[src/rtl/alu_pkg.sv]
// alu_pkg: shared definitions for the round-robin ALU scheduler.
//   ALU_W            default operand/result width
//   ALU_ADD..ALU_EQ  3-bit opcode encodings understood by alu_core
//   state_e          scheduler FSM states (IDLE, EXEC, RESP)
//   id_onehot        requester index -> one-hot 2-bit ready/grant vector
package alu_pkg;

  localparam int ALU_W = 4;

  localparam logic [2:0] ALU_ADD = 3'b000;
  localparam logic [2:0] ALU_SUB = 3'b001;
  localparam logic [2:0] ALU_NOT = 3'b010;
  localparam logic [2:0] ALU_AND = 3'b011;
  localparam logic [2:0] ALU_OR  = 3'b100;
  localparam logic [2:0] ALU_XOR = 3'b101;
  localparam logic [2:0] ALU_SLT = 3'b110;
  localparam logic [2:0] ALU_EQ  = 3'b111;

  typedef enum logic [1:0] {
    IDLE = 2'b00,
    EXEC = 2'b01,
    RESP = 2'b10
  } state_e;

  function automatic logic [1:0] id_onehot(input logic id);
    logic [1:0] oh;
    oh = 2'b00;
    if (id) begin
      oh = 2'b10;
    end else begin
      oh = 2'b01;
    end
    return oh;
  endfunction

endpackage

[src/rtl/alu_core.sv]
// alu_core: purely combinational W-bit ALU, the single shared resource
// behind alu_sched.
//   op      in  3  opcode (see alu_pkg)
//   a, b    in  W  operands, two's complement where signedness matters
//   result  out W  ALU result (compare ops return 0 or 1)
//   carry   out 1  adder carry-out, add/sub only
//   ovf     out 1  signed overflow, add/sub only
//   zero    out 1  result == 0, all ops
module alu_core
  import alu_pkg::*;
#(
  parameter int W = ALU_W
) (
  input  logic [2:0]   op,
  input  logic [W-1:0] a,
  input  logic [W-1:0] b,
  output logic [W-1:0] result,
  output logic         carry,
  output logic         ovf,
  output logic         zero
);

  localparam logic [W-1:0] ONE  = {{(W-1){1'b0}}, 1'b1};
  localparam logic [W-1:0] ZERO = {W{1'b0}};

  logic [W:0] add_s;
  logic [W:0] sub_s;
  logic       add_ovf_s;
  logic       sub_ovf_s;
  logic       slt_s;

  // Subtraction reuses the adder form a + ~b + 1 so carry means "no borrow".
  assign add_s = {1'b0, a} + {1'b0, b};
  assign sub_s = {1'b0, a} + {1'b0, ~b} + {{W{1'b0}}, 1'b1};

  // Overflow: effective operand signs agree but the result sign differs.
  assign add_ovf_s = (a[W-1] == b[W-1]) && (add_s[W-1] != a[W-1]);
  assign sub_ovf_s = (a[W-1] != b[W-1]) && (sub_s[W-1] != a[W-1]);
  assign slt_s     = ($signed(a) < $signed(b));

  // Opcode decode; carry/ovf stay low for every non-arithmetic op.
  always_comb begin
    result = ZERO;
    carry  = 1'b0;
    ovf    = 1'b0;
    case (op)
      ALU_ADD: begin
        result = add_s[W-1:0];
        carry  = add_s[W];
        ovf    = add_ovf_s;
      end
      ALU_SUB: begin
        result = sub_s[W-1:0];
        carry  = sub_s[W];
        ovf    = sub_ovf_s;
      end
      ALU_NOT: result = ~a;
      ALU_AND: result = a & b;
      ALU_OR:  result = a | b;
      ALU_XOR: result = a ^ b;
      ALU_SLT: begin
        if (slt_s) begin
          result = ONE;
        end else begin
          result = ZERO;
        end
      end
      ALU_EQ: begin
        if (a == b) begin
          result = ONE;
        end else begin
          result = ZERO;
        end
      end
      default: begin
        result = ZERO;
        carry  = 1'b0;
        ovf    = 1'b0;
      end
    endcase
  end

  // Zero flag derived from the selected result.
  assign zero = (result == ZERO);

endmodule

[src/rtl/alu_sched.sv]
// alu_sched: round-robin scheduler sharing one alu_core between two
// requesters over valid/ready, returning a held response.
//   clk, rst          clock (rising) / async active-low reset
//   req_valid/ready   2-bit per-requester handshake, bit i = requester i
//   req_op0/1, req_a0/b0/a1/b1   opcode and operands per requester
//   rsp_valid/ready   response handshake; rsp_* held while rsp_ready=0
//   rsp_id            requester index of the response
//   rsp_result, rsp_carry, rsp_ovf, rsp_zero   ALU result and flags
// Optional feature macro ALU_SCHED_STATS_EN adds stat_cnt0/stat_cnt1,
// 8-bit wrapping counters of accepted requests per requester.
module alu_sched
  import alu_pkg::*;
#(
  parameter int W = ALU_W
) (
  input  logic         clk,
  input  logic         rst,
  input  logic [1:0]   req_valid,
  output logic [1:0]   req_ready,
  input  logic [2:0]   req_op0,
  input  logic [2:0]   req_op1,
  input  logic [W-1:0] req_a0,
  input  logic [W-1:0] req_b0,
  input  logic [W-1:0] req_a1,
  input  logic [W-1:0] req_b1,
  output logic         rsp_valid,
  input  logic         rsp_ready,
  output logic         rsp_id,
  output logic [W-1:0] rsp_result,
  output logic         rsp_carry,
  output logic         rsp_ovf,
  output logic         rsp_zero
`ifdef ALU_SCHED_STATS_EN
  ,
  output logic [7:0]   stat_cnt0,
  output logic [7:0]   stat_cnt1
`endif
);

  state_e       state_q, state_d;
  logic         prio_q, prio_d;
  logic [2:0]   cmd_op_q, cmd_op_d;
  logic [W-1:0] cmd_a_q, cmd_a_d;
  logic [W-1:0] cmd_b_q, cmd_b_d;
  logic         cmd_id_q, cmd_id_d;
  logic         rsp_valid_q, rsp_valid_d;
  logic         rsp_id_q, rsp_id_d;
  logic [W-1:0] rsp_result_q, rsp_result_d;
  logic         rsp_carry_q, rsp_carry_d;
  logic         rsp_ovf_q, rsp_ovf_d;
  logic         rsp_zero_q, rsp_zero_d;

  logic         gnt_vld_s;
  logic         gnt_id_s;
  logic         accept_s;
  logic [2:0]   sel_op_s;
  logic [W-1:0] sel_a_s;
  logic [W-1:0] sel_b_s;
  logic [W-1:0] alu_result_s;
  logic         alu_carry_s;
  logic         alu_ovf_s;
  logic         alu_zero_s;

  // Arbitration: a lone requester wins; on contention prio picks the winner.
  always_comb begin
    gnt_vld_s = 1'b0;
    gnt_id_s  = 1'b0;
    case (req_valid)
      2'b01: begin
        gnt_vld_s = 1'b1;
        gnt_id_s  = 1'b0;
      end
      2'b10: begin
        gnt_vld_s = 1'b1;
        gnt_id_s  = 1'b1;
      end
      2'b11: begin
        gnt_vld_s = 1'b1;
        gnt_id_s  = prio_q;
      end
      default: begin
        gnt_vld_s = 1'b0;
        gnt_id_s  = 1'b0;
      end
    endcase
  end

  // Ready only toward the granted requester, and only while idle.
  always_comb begin
    req_ready = 2'b00;
    if ((state_q == IDLE) && gnt_vld_s) begin
      req_ready = id_onehot(gnt_id_s);
    end else begin
      req_ready = 2'b00;
    end
  end

  assign accept_s = (state_q == IDLE) && gnt_vld_s;

  // Command source mux for the granted requester.
  always_comb begin
    sel_op_s = req_op0;
    sel_a_s  = req_a0;
    sel_b_s  = req_b0;
    if (gnt_id_s) begin
      sel_op_s = req_op1;
      sel_a_s  = req_a1;
      sel_b_s  = req_b1;
    end else begin
      sel_op_s = req_op0;
      sel_a_s  = req_a0;
      sel_b_s  = req_b0;
    end
  end

  alu_core #(.W(W)) u_alu_core (
    .op     (cmd_op_q),
    .a      (cmd_a_q),
    .b      (cmd_b_q),
    .result (alu_result_s),
    .carry  (alu_carry_s),
    .ovf    (alu_ovf_s),
    .zero   (alu_zero_s)
  );

  // FSM next-state: latch command on accept, capture ALU in EXEC, hold in RESP.
  always_comb begin
    state_d      = state_q;
    prio_d       = prio_q;
    cmd_op_d     = cmd_op_q;
    cmd_a_d      = cmd_a_q;
    cmd_b_d      = cmd_b_q;
    cmd_id_d     = cmd_id_q;
    rsp_valid_d  = rsp_valid_q;
    rsp_id_d     = rsp_id_q;
    rsp_result_d = rsp_result_q;
    rsp_carry_d  = rsp_carry_q;
    rsp_ovf_d    = rsp_ovf_q;
    rsp_zero_d   = rsp_zero_q;
    case (state_q)
      IDLE: begin
        if (accept_s) begin
          cmd_op_d = sel_op_s;
          cmd_a_d  = sel_a_s;
          cmd_b_d  = sel_b_s;
          cmd_id_d = gnt_id_s;
          prio_d   = ~gnt_id_s;
          state_d  = EXEC;
        end else begin
          state_d  = IDLE;
        end
      end
      EXEC: begin
        rsp_result_d = alu_result_s;
        rsp_carry_d  = alu_carry_s;
        rsp_ovf_d    = alu_ovf_s;
        rsp_zero_d   = alu_zero_s;
        rsp_id_d     = cmd_id_q;
        rsp_valid_d  = 1'b1;
        state_d      = RESP;
      end
      RESP: begin
        // Leaving RESP drops only valid; the payload stays put.
        if (rsp_ready) begin
          rsp_valid_d = 1'b0;
          state_d     = IDLE;
        end else begin
          rsp_valid_d = 1'b1;
          state_d     = RESP;
        end
      end
      default: begin
        rsp_valid_d = 1'b0;
        state_d     = IDLE;
      end
    endcase
  end

  // State, command and response registers.
  always_ff @(posedge clk or negedge rst) begin
    if (!rst) begin
      state_q      <= IDLE;
      prio_q       <= 1'b0;
      cmd_op_q     <= 3'b000;
      cmd_a_q      <= {W{1'b0}};
      cmd_b_q      <= {W{1'b0}};
      cmd_id_q     <= 1'b0;
      rsp_valid_q  <= 1'b0;
      rsp_id_q     <= 1'b0;
      rsp_result_q <= {W{1'b0}};
      rsp_carry_q  <= 1'b0;
      rsp_ovf_q    <= 1'b0;
      rsp_zero_q   <= 1'b0;
    end else begin
      state_q      <= state_d;
      prio_q       <= prio_d;
      cmd_op_q     <= cmd_op_d;
      cmd_a_q      <= cmd_a_d;
      cmd_b_q      <= cmd_b_d;
      cmd_id_q     <= cmd_id_d;
      rsp_valid_q  <= rsp_valid_d;
      rsp_id_q     <= rsp_id_d;
      rsp_result_q <= rsp_result_d;
      rsp_carry_q  <= rsp_carry_d;
      rsp_ovf_q    <= rsp_ovf_d;
      rsp_zero_q   <= rsp_zero_d;
    end
  end

  assign rsp_valid  = rsp_valid_q;
  assign rsp_id     = rsp_id_q;
  assign rsp_result = rsp_result_q;
  assign rsp_carry  = rsp_carry_q;
  assign rsp_ovf    = rsp_ovf_q;
  assign rsp_zero   = rsp_zero_q;

`ifdef ALU_SCHED_STATS_EN
  logic [7:0] stat_cnt0_q, stat_cnt0_d;
  logic [7:0] stat_cnt1_q, stat_cnt1_d;

  // Per-requester accept counters; plain 8-bit add wraps 255 -> 0.
  always_comb begin
    stat_cnt0_d = stat_cnt0_q;
    stat_cnt1_d = stat_cnt1_q;
    if (accept_s && !gnt_id_s) begin
      stat_cnt0_d = stat_cnt0_q + 8'd1;
    end else if (accept_s && gnt_id_s) begin
      stat_cnt1_d = stat_cnt1_q + 8'd1;
    end else begin
      stat_cnt0_d = stat_cnt0_q;
      stat_cnt1_d = stat_cnt1_q;
    end
  end

  // Counter registers.
  always_ff @(posedge clk or negedge rst) begin
    if (!rst) begin
      stat_cnt0_q <= 8'd0;
      stat_cnt1_q <= 8'd0;
    end else begin
      stat_cnt0_q <= stat_cnt0_d;
      stat_cnt1_q <= stat_cnt1_d;
    end
  end

  assign stat_cnt0 = stat_cnt0_q;
  assign stat_cnt1 = stat_cnt1_q;
`endif

endmodule

[config.mk]
export PLATFORM = sky130hd
export DESIGN_NAME = alu_sched
export DESIGN_NICKNAME = d
export VERILOG_FILES = /design/src/rtl/alu_pkg.sv /design/src/rtl/alu_core.sv /design/src/rtl/alu_sched.sv
export SDC_FILE = /design/constraint.sdc
export NUM_CORES = 1
export LEC_CHECK = 0
export ABC_AREA = 0
export BUFFER_PORTS_ARGS = -buffer_cell sky130_fd_sc_hd__buf_2
export CAP_MARGIN = 30
export CORE_ASPECT_RATIO = 1.25
export CORE_UTILIZATION = 58
export DETAILED_ROUTE_END_ITERATION = 10
export PLACE_DENSITY = 0.85
export RECOVER_POWER = 100
export SYNTH_ARGS = -nofsm -noshare
export SYNTH_HDL_FRONTEND = slang
export SYNTH_HIERARCHICAL = 1
export SYNTH_SLANG_ARGS = --single-unit
export TNS_END_PERCENT = 100
[constraint.sdc]
create_clock -name clk -period 7.08 [get_ports clk]
set_clock_uncertainty 0.2 [all_clocks]
set_input_delay 1.062 -clock clk [delete_from_list [all_inputs] [get_ports clk]]
set_output_delay 1.062 -clock clk [all_outputs]
set_load 0.05 [all_outputs]
==> results.sh, run 1 <==
export IMPL_status="complete, no violations"
export IMPL_period_needed_ps=3650
export IMPL_setup_tns_ps=0
export IMPL_initial_core_util=0.625
export IMPL_rsz0062_at_grt="no"
export IMPL_rr_worst_depth=9
export IMPL_grt_first_pass_wirelength_mm=6.42
export IMPL_tightest_slew_ps=1250
export IMPL_p_per_area_mw_per_mm2=547
export IMPL_yosysWarnings=6
export IMPL_drive_gt1_frac=0.217
export IMPL_ys_seq_elements=24
export IMPL_h_tree_depth=1
export IMPL_ys_seq_area_frac=0.352
export IMPL_cts_tree="yes"
export IMPL_setup_viol=0
export IMPL_core_mm2=0.00273
export IMPL_final_nets=244
export IMPL_vias=1372
export IMPL_drt_iter0_markers=30
export IMPL_routed_wl_mm=3.67
export IMPL_cts_buffers=3
export IMPL_place_inst=228
export IMPL_cp_arrival_ps=2390
export IMPL_clock_sinks=24
export IMPL_synth_edf_count=0
export IMPL_drt_first_pass_iters=4
export IMPL_drt_vias_per_instance=5.91
export IMPL_post_cts_buffers=0
export IMPL_fin_ws_ps=3430
export IMPL_critPathKind="input pin to primary output"
export IMPL_synth_nets=211
export IMPL_slew_violations=0
export IMPL_synthCells=166
export IMPL_rrSetupSlack_ps=4070
export IMPL_drtAntennaViolNets=0
export IMPL_hpwlAfterDp_mm=2.78
export IMPL_post_dp_cell_area_mm2=0.00188
export IMPL_ir_drop_mv=0.358
export IMPL_antenna_found_initial=0
export IMPL_grtUsageTotal=0.262
export IMPL_r2r_start="cmd_a_q[0]$_DFFE_PN0P_"
export IMPL_max_freq_mhz=274
export IMPL_holdBufCountCts=0
export IMPL_synth_cell_type_count=46
export IMPL_die_y_um=62.6
export IMPL_design_area_mm2=0.00187
export IMPL_ys_async_sr_fraction=1.00
export IMPL_syn_cell_area_mm2=0.00171
export IMPL_root_buffer="clkbuf_4"
export IMPL_grt_pass1_vias=1394
export IMPL_period_share=0.515
export IMPL_worstHoldPathCells=1
export IMPL_area_growth_pct=9.75
export IMPL_rows=21
export IMPL_worstReg2RegEnd="rsp_zero$_DFFE_PN0N_"
export IMPL_instances_no_fill=232
export IMPL_layout_commonest_cell="buf_2"
export IMPL_cts_repair_resized=0
export IMPL_hold_violations=0
export IMPL_dieArea_mm2=0.00316
export IMPL_hold_path_startpoint="cmd_id_q$_DFFE_PN0P_"
export IMPL_crit_path_end_kind="primary output"
export IMPL_grt_max_degree=25
export IMPL_whs_endpoint="cmd_id_q$_DFFE_PN0P_"
export IMPL_die_w_um=50.5
export IMPL_crit_required_ps=5820
export IMPL_mostFrequentLayoutCells="buf_2 (26), dfrtp_1 (24), ha_1 (16), inv_1 (15)"
export IMPL_io_buffer_count=37
export IMPL_insertedDiodeCount=0
export IMPL_max_cap_viol_count=0
export IMPL_crit_fanout=13
export IMPL_routedWlPerCell_um=15.8
export IMPL_slew_headroom=0.168
export IMPL_startpoint="req_valid[1]"
export IMPL_clk_latency_ps=320
export IMPL_clkTransAtPathRegs_ps=130
export IMPL_cp_start_kind="input pin"
export IMPL_gp_congestion=0.972
export IMPL_power_total_mw=1.02
export IMPL_cts_path_max_buffers=2
export IMPL_leakagePower_nw=0.877
export IMPL_num_io_pins=38
export IMPL_syn_avg_cell_area_um2=10.3
export IMPL_grt_overflow=0
export IMPL_hp_class="flop to flop"
export IMPL_drc=0
export IMPL_dp_slack_ps=3770
export IMPL_ys_flop_type="dfrtp_1"
critical path, stage by stage:
cell,delay [ps]
buf_2,110
nand2_1,50
a21oi_1,760
buf_2,410
synthesized netlist by cell type (2+ instances only):
cell type,count,area share
a21o_1,3,0.013
a21oi_1,7,0.021
a21oi_2,3,0.015
a221o_1,11,0.065
a31oi_1,3,0.011
and2_0,10,0.037
buf_2,6,0.018
buf_4,2,0.0088
dfrtp_1,24,0.35
fa_1,2,0.023
ha_1,16,0.12
inv_1,15,0.033
mux2_2,9,0.059
nand2_1,7,0.015
nand2b_1,2,0.0073
nor2_1,6,0.013
nor3_1,6,0.018
o21ai_0,2,0.0059
or3_1,2,0.0073
xnor2_1,3,0.015
xor2_1,2,0.010
logic make-up after synthesis:
kind of cell	after synthesis	share of synthesized area
buffers and inverters	25	0.0682
XOR/XNOR	5	0.0257
AND/OR/NAND/NOR	41	0.132
flip-flops	24	0.352
AO/OA/AOI/OAI	44	0.222
adder cells (fa/ha/maj)	18	0.141
multiplexers	9	0.0594
report_power, final:
part	internal [mW]	switching, mW	leakage (nW)
Clock	0.0573	0.0418	0.0279
Combinational	0.263	0.373	0.549
Sequential	0.200	0.0897	0.300
Total	0.520	0.505	0.877
routing by layer:
metal	global-route usage	wire, um
met1	0.329	1570
met2	0.463	1920
met3	0.0219	101
met4	0.0903	70
met5	0	0
sequential cells by signal (all words and copies together) (netlist names), 2 cells and up:
signal and count:
cmd_a_q 4, cmd_b_q 4, cmd_op_q 3, state_q 2, rsp_result 4
stage by stage:
step | hold WS, ps | utilization
6_report | 315 | 0.685
4_1_cts | 312 | 0.707
3_3_place_gp | 271 | 0.687
5_1_grt | 336 | 0.685
3_5_place_dp | 281 | 0.687
2_1_floorplan | 244 | -
area by class of cell:
class | instances | area, um2
Clock inverter | 1 | 30.0
Fill cell | 236 | 860
Multi-Input combinational cell | 117 | 946
Clock buffer | 3 | 22.5
Tap cell | 34 | 42.5
Inverter | 16 | 60.1
Timing Repair Buffer | 37 | 171
Sequential cell | 24 | 601
worst max-delay path by stage:
stage	slack, ps	to	cells past startpoint
floorplan	4300	req_ready[1]	3
global placement	3850	req_ready[1]	4
detailed placement	3770	req_ready[1]	4
CTS	3760	req_ready[1]	4
global route	3260	req_ready[0]	5
finish	3430	req_ready[1]	4
Note: power is estimated with default switching activity, not from simulation.
==> run 2, diff against run 1 <==
ABC_AREA = 1   (was 0)
CORE_UTILIZATION = 49   (was 58)
PLACE_DENSITY = 0.76   (was 0.85)
clock period = 2.9 ns   (was 7.08 ns; I/O delays follow)
==> run 2 against run 1 <==
Effect of this change:
- combinational power increased to 2.6 times the previous value
- critical path type is now flop to primary output
- worst setup slack got worse by 3000 ps
- design area increased by 11%
- via count increased by 23%
- synthesized cell count increased by 46%
==> results.sh, run 2 <==
export IMPL_rr_worst_depth=13
export IMPL_ys_seq_area_frac=0.332
export IMPL_cts_path_max_buffers=2
export IMPL_hold_violations=0
export IMPL_ys_async_sr_fraction=1.00
export IMPL_worst_path_most_repeated_cell="inv_1"
export IMPL_dieArea_mm2=0.00394
export IMPL_synth_area_leaders="dfrtp_1 (33%), ha_1 (11%), nand2_1 (11%)"
export IMPL_rrSetupSlack_ps=680
export IMPL_num_io_pins=38
export IMPL_cp_arrival_ps=1870
export IMPL_syn_avg_cell_area_um2=7.48
export IMPL_critPathKind="flop to primary output"
export IMPL_grt_first_pass_wirelength_mm=6.98
export IMPL_clkTransAtPathRegs_ps=90
export IMPL_cts_repair_resized=0
export IMPL_rsz0062_at_grt="no"
export IMPL_cts_tree="yes"
export IMPL_synth_largest_area_cell="dfrtp_1"
export IMPL_drt_iter0_markers=38
export IMPL_insertedDiodeCount=0
export IMPL_h_tree_depth=1
export IMPL_synth_nets=287
export IMPL_grt_pass1_vias=1596
export IMPL_nFillCells=344
export IMPL_holdBufCountCts=1
export IMPL_max_cap_viol_count=0
export IMPL_yosysWarnings=6
export IMPL_cp_start_kind="flop"
export IMPL_drc=0
export IMPL_synthSimpleGateAreaFrac=0.341
export IMPL_p_per_area_mw_per_mm2=1260
export IMPL_slew_headroom=0.0486
export IMPL_synthCells=242
export IMPL_drt_first_pass_iters=4
export IMPL_holdWs_ps=211
export IMPL_yosysMostFrequentCell="nand2_1"
export IMPL_synthAdderAreaFrac=0.133
export IMPL_final_nets=325
export IMPL_crit_required_ps=2270
export IMPL_muxShareOfSynthArea=0.0498
export IMPL_routed_wl_mm=4.00
export IMPL_period_share=0.864
export IMPL_synth_xor_area_share=0.00484
export IMPL_root_buffer="clkbuf_8"
export IMPL_dp_slack_ps=678
export IMPL_crit_fanout=14
export IMPL_worstReg2RegEnd="rsp_zero$_DFFE_PN0N_"
export IMPL_drive_gt1_frac=0.190
export IMPL_fin_ws_ps=394
export IMPL_synth_compound_area_frac=0.0401
export IMPL_ir_drop_mv=0.707
export IMPL_clock_sinks=24
export IMPL_rows=24
export IMPL_period_needed_ps=2510
export IMPL_drt_vias_per_instance=5.30
export IMPL_setup_tns_ps=0
export IMPL_ys_seq_elements=24
export IMPL_instances_no_fill=318
export IMPL_ys_top_cells_by_count="nand2_1 (52), nand3_1 (38), inv_1 (27)"
export IMPL_routedWlPerCell_um=12.6
export IMPL_drtAntennaViolNets=0
export IMPL_path_depth=8
export IMPL_cpPeakStageDelay_ps=410
export IMPL_area_growth_pct=14.9
export IMPL_setup_viol=0
export IMPL_cts_buffers=3
export IMPL_r2r_start="cmd_a_q[0]$_DFFE_PN0P_"
export IMPL_synth_cell_type_count=25
export IMPL_die_w_um=56.4
export IMPL_hp_class="input pin to flop"
export IMPL_antenna_found_initial=0
export IMPL_syn_cell_area_mm2=0.00181
export IMPL_grt_overflow=0
export IMPL_path_cells="inv_1 > ha_1 > buf_4 > inv_2 > nor2_4 > nand2_1 > inv_1 > clkbuf_2"
export IMPL_synth_top_family_by_area="simple AND/OR/NAND/NOR gates"
export IMPL_hpwlAfterDp_mm=3.19
export IMPL_leakagePower_nw=1.10
export IMPL_place_inst=313
export IMPL_slew_violations=0
export IMPL_cp_endpoint="req_ready[0]"
export IMPL_cpLargestDelayFamily="buffers and inverters"
export IMPL_core_mm2=0.00351
export IMPL_vias=1686
export IMPL_slowest_stage="dfrtp_1"
export IMPL_initial_core_util=0.515
export IMPL_synth_top_area_frac=0.332
export IMPL_layout_commonest_cell="nand2_1"
export IMPL_grt_max_degree=25
export IMPL_max_freq_mhz=399
export IMPL_gp_congestion=0.987
export IMPL_status="complete, no violations"
export IMPL_mostFrequentLayoutCells="nand2_1 (52), nand3_1 (38), inv_1 (28), nor2_1 (25)"
export IMPL_tightest_slew_ps=1410
export IMPL_die_y_um=69.9
export IMPL_grtUsageTotal=0.220
export IMPL_crit_path_end_kind="primary output"
export IMPL_cp_num_buf_inv=5
export IMPL_io_buffer_count=37
export IMPL_clk_latency_ps=270
export IMPL_ys_flop_type="dfrtp_1"
export IMPL_synth_edf_count=0
export IMPL_startpoint="state_q[0]$_DFF_PN0_"
export IMPL_post_cts_buffers=0
-- run 2: cell count changes after synthesis, moves of 4 or more --
cell / previous run / this run
a21oi_1: 7 / 3
a221o_1: 11 / 0
and2_0: 10 / 0
inv_1: 15 / 27
inv_2: 1 / 7
nand2_1: 7 / 52
nand3_1: 1 / 38
nand4_1: 0 / 12
nor2_1: 6 / 25
nor3_1: 6 / 1
o21ai_0: 2 / 6
-- run 2: worst reg2reg max path: stages, from the launching register on --
cell     delay [ps]
dfrtp_1         420
inv_1           100
ha_1            150
inv_1            60
fa_1            380
nand2_1         100
nand2_1          80
nand2_1          60
nand3_1          60
nand3_1         100
nor2_2           40
nand2_1          60
nor2_1           40
mux2_2          250
-- run 2: cell families (layout without fill, tap and decap cells) --
| group | after synthesis | after routing |
|---|---|---|
| muxes | 8 | 8 |
| AOI/OAI and AO/OA | 13 | 13 |
| and+or+nand+nor | 135 | 135 |
| DFF | 24 | 24 |
| adders and majority gates | 18 | 18 |
| buffers and inverters | 43 | 80 |
| xor gates and xnor gates | 1 | 1 |
-- run 2: worst min-delay path by stage --
| stage | startpoint | cells after the start | to |
|---|---|---|---|
| finish | req_op0[2] | 3 | cmd_op_q[2]$_DFFE_PN0P_ |
| global route | req_a0[2] | 3 | cmd_a_q[2]$_DFFE_PN0P_ |
| CTS | req_op0[2] | 3 | cmd_op_q[2]$_DFFE_PN0P_ |
| detailed placement | rst | 1 | cmd_b_q[0]$_DFFE_PN0P_ |
| global placement | rst | 1 | cmd_b_q[0]$_DFFE_PN0P_ |
| floorplan | rst | 0 | cmd_a_q[0]$_DFFE_PN0P_ |
-- run 2: layout make-up --
| class | instances | area [um2] | area share |
|---|---|---|---|
| Tap cell | 39 | 48.8 | 0.0235 |
| Multi-Input combinational cell | 175 | 1020 | 0.493 |
| Clock buffer | 3 | 41.3 | 0.0199 |
| Sequential cell | 24 | 601 | 0.289 |
| Inverter | 35 | 131 | 0.0632 |
| Timing Repair Buffer | 41 | 203 | 0.0975 |
| Clock inverter | 1 | 30.0 | 0.0144 |
-- run 2: power by group --
part / switching, mW / leakage, nW / total (mW) / internal [mW]
registers: 0.164 / 0.299 / 0.651 / 0.488
logic: 1.11 / 0.770 / 1.68 / 0.570
clock network: 0.108 / 0.0357 / 0.293 / 0.184
-- run 2: per-stage QoR --
stage / total power, mW / cell area, um2 / util
after global routing: 2.91 / 2080 / 0.592
after global placement: 2.33 / 2020 / 0.574
after CTS: 2.65 / 2100 / 0.597
after floorplan: 1.98 / 1810 / -
after detailed placement: 2.35 / 2020 / 0.574
final: 2.63 / 2080 / 0.592
-- run 2: metal layers --
layer / up-vias / part of all wire / global-route usage
met4: 0 / 0.029 / 0.0949
met1: 766 / 0.45 / 0.289
met3: 12 / 0.032 / 0.0222
met5: - / 0 / 0
li1: 857 / - / -
met2: 51 / 0.49 / 0.368
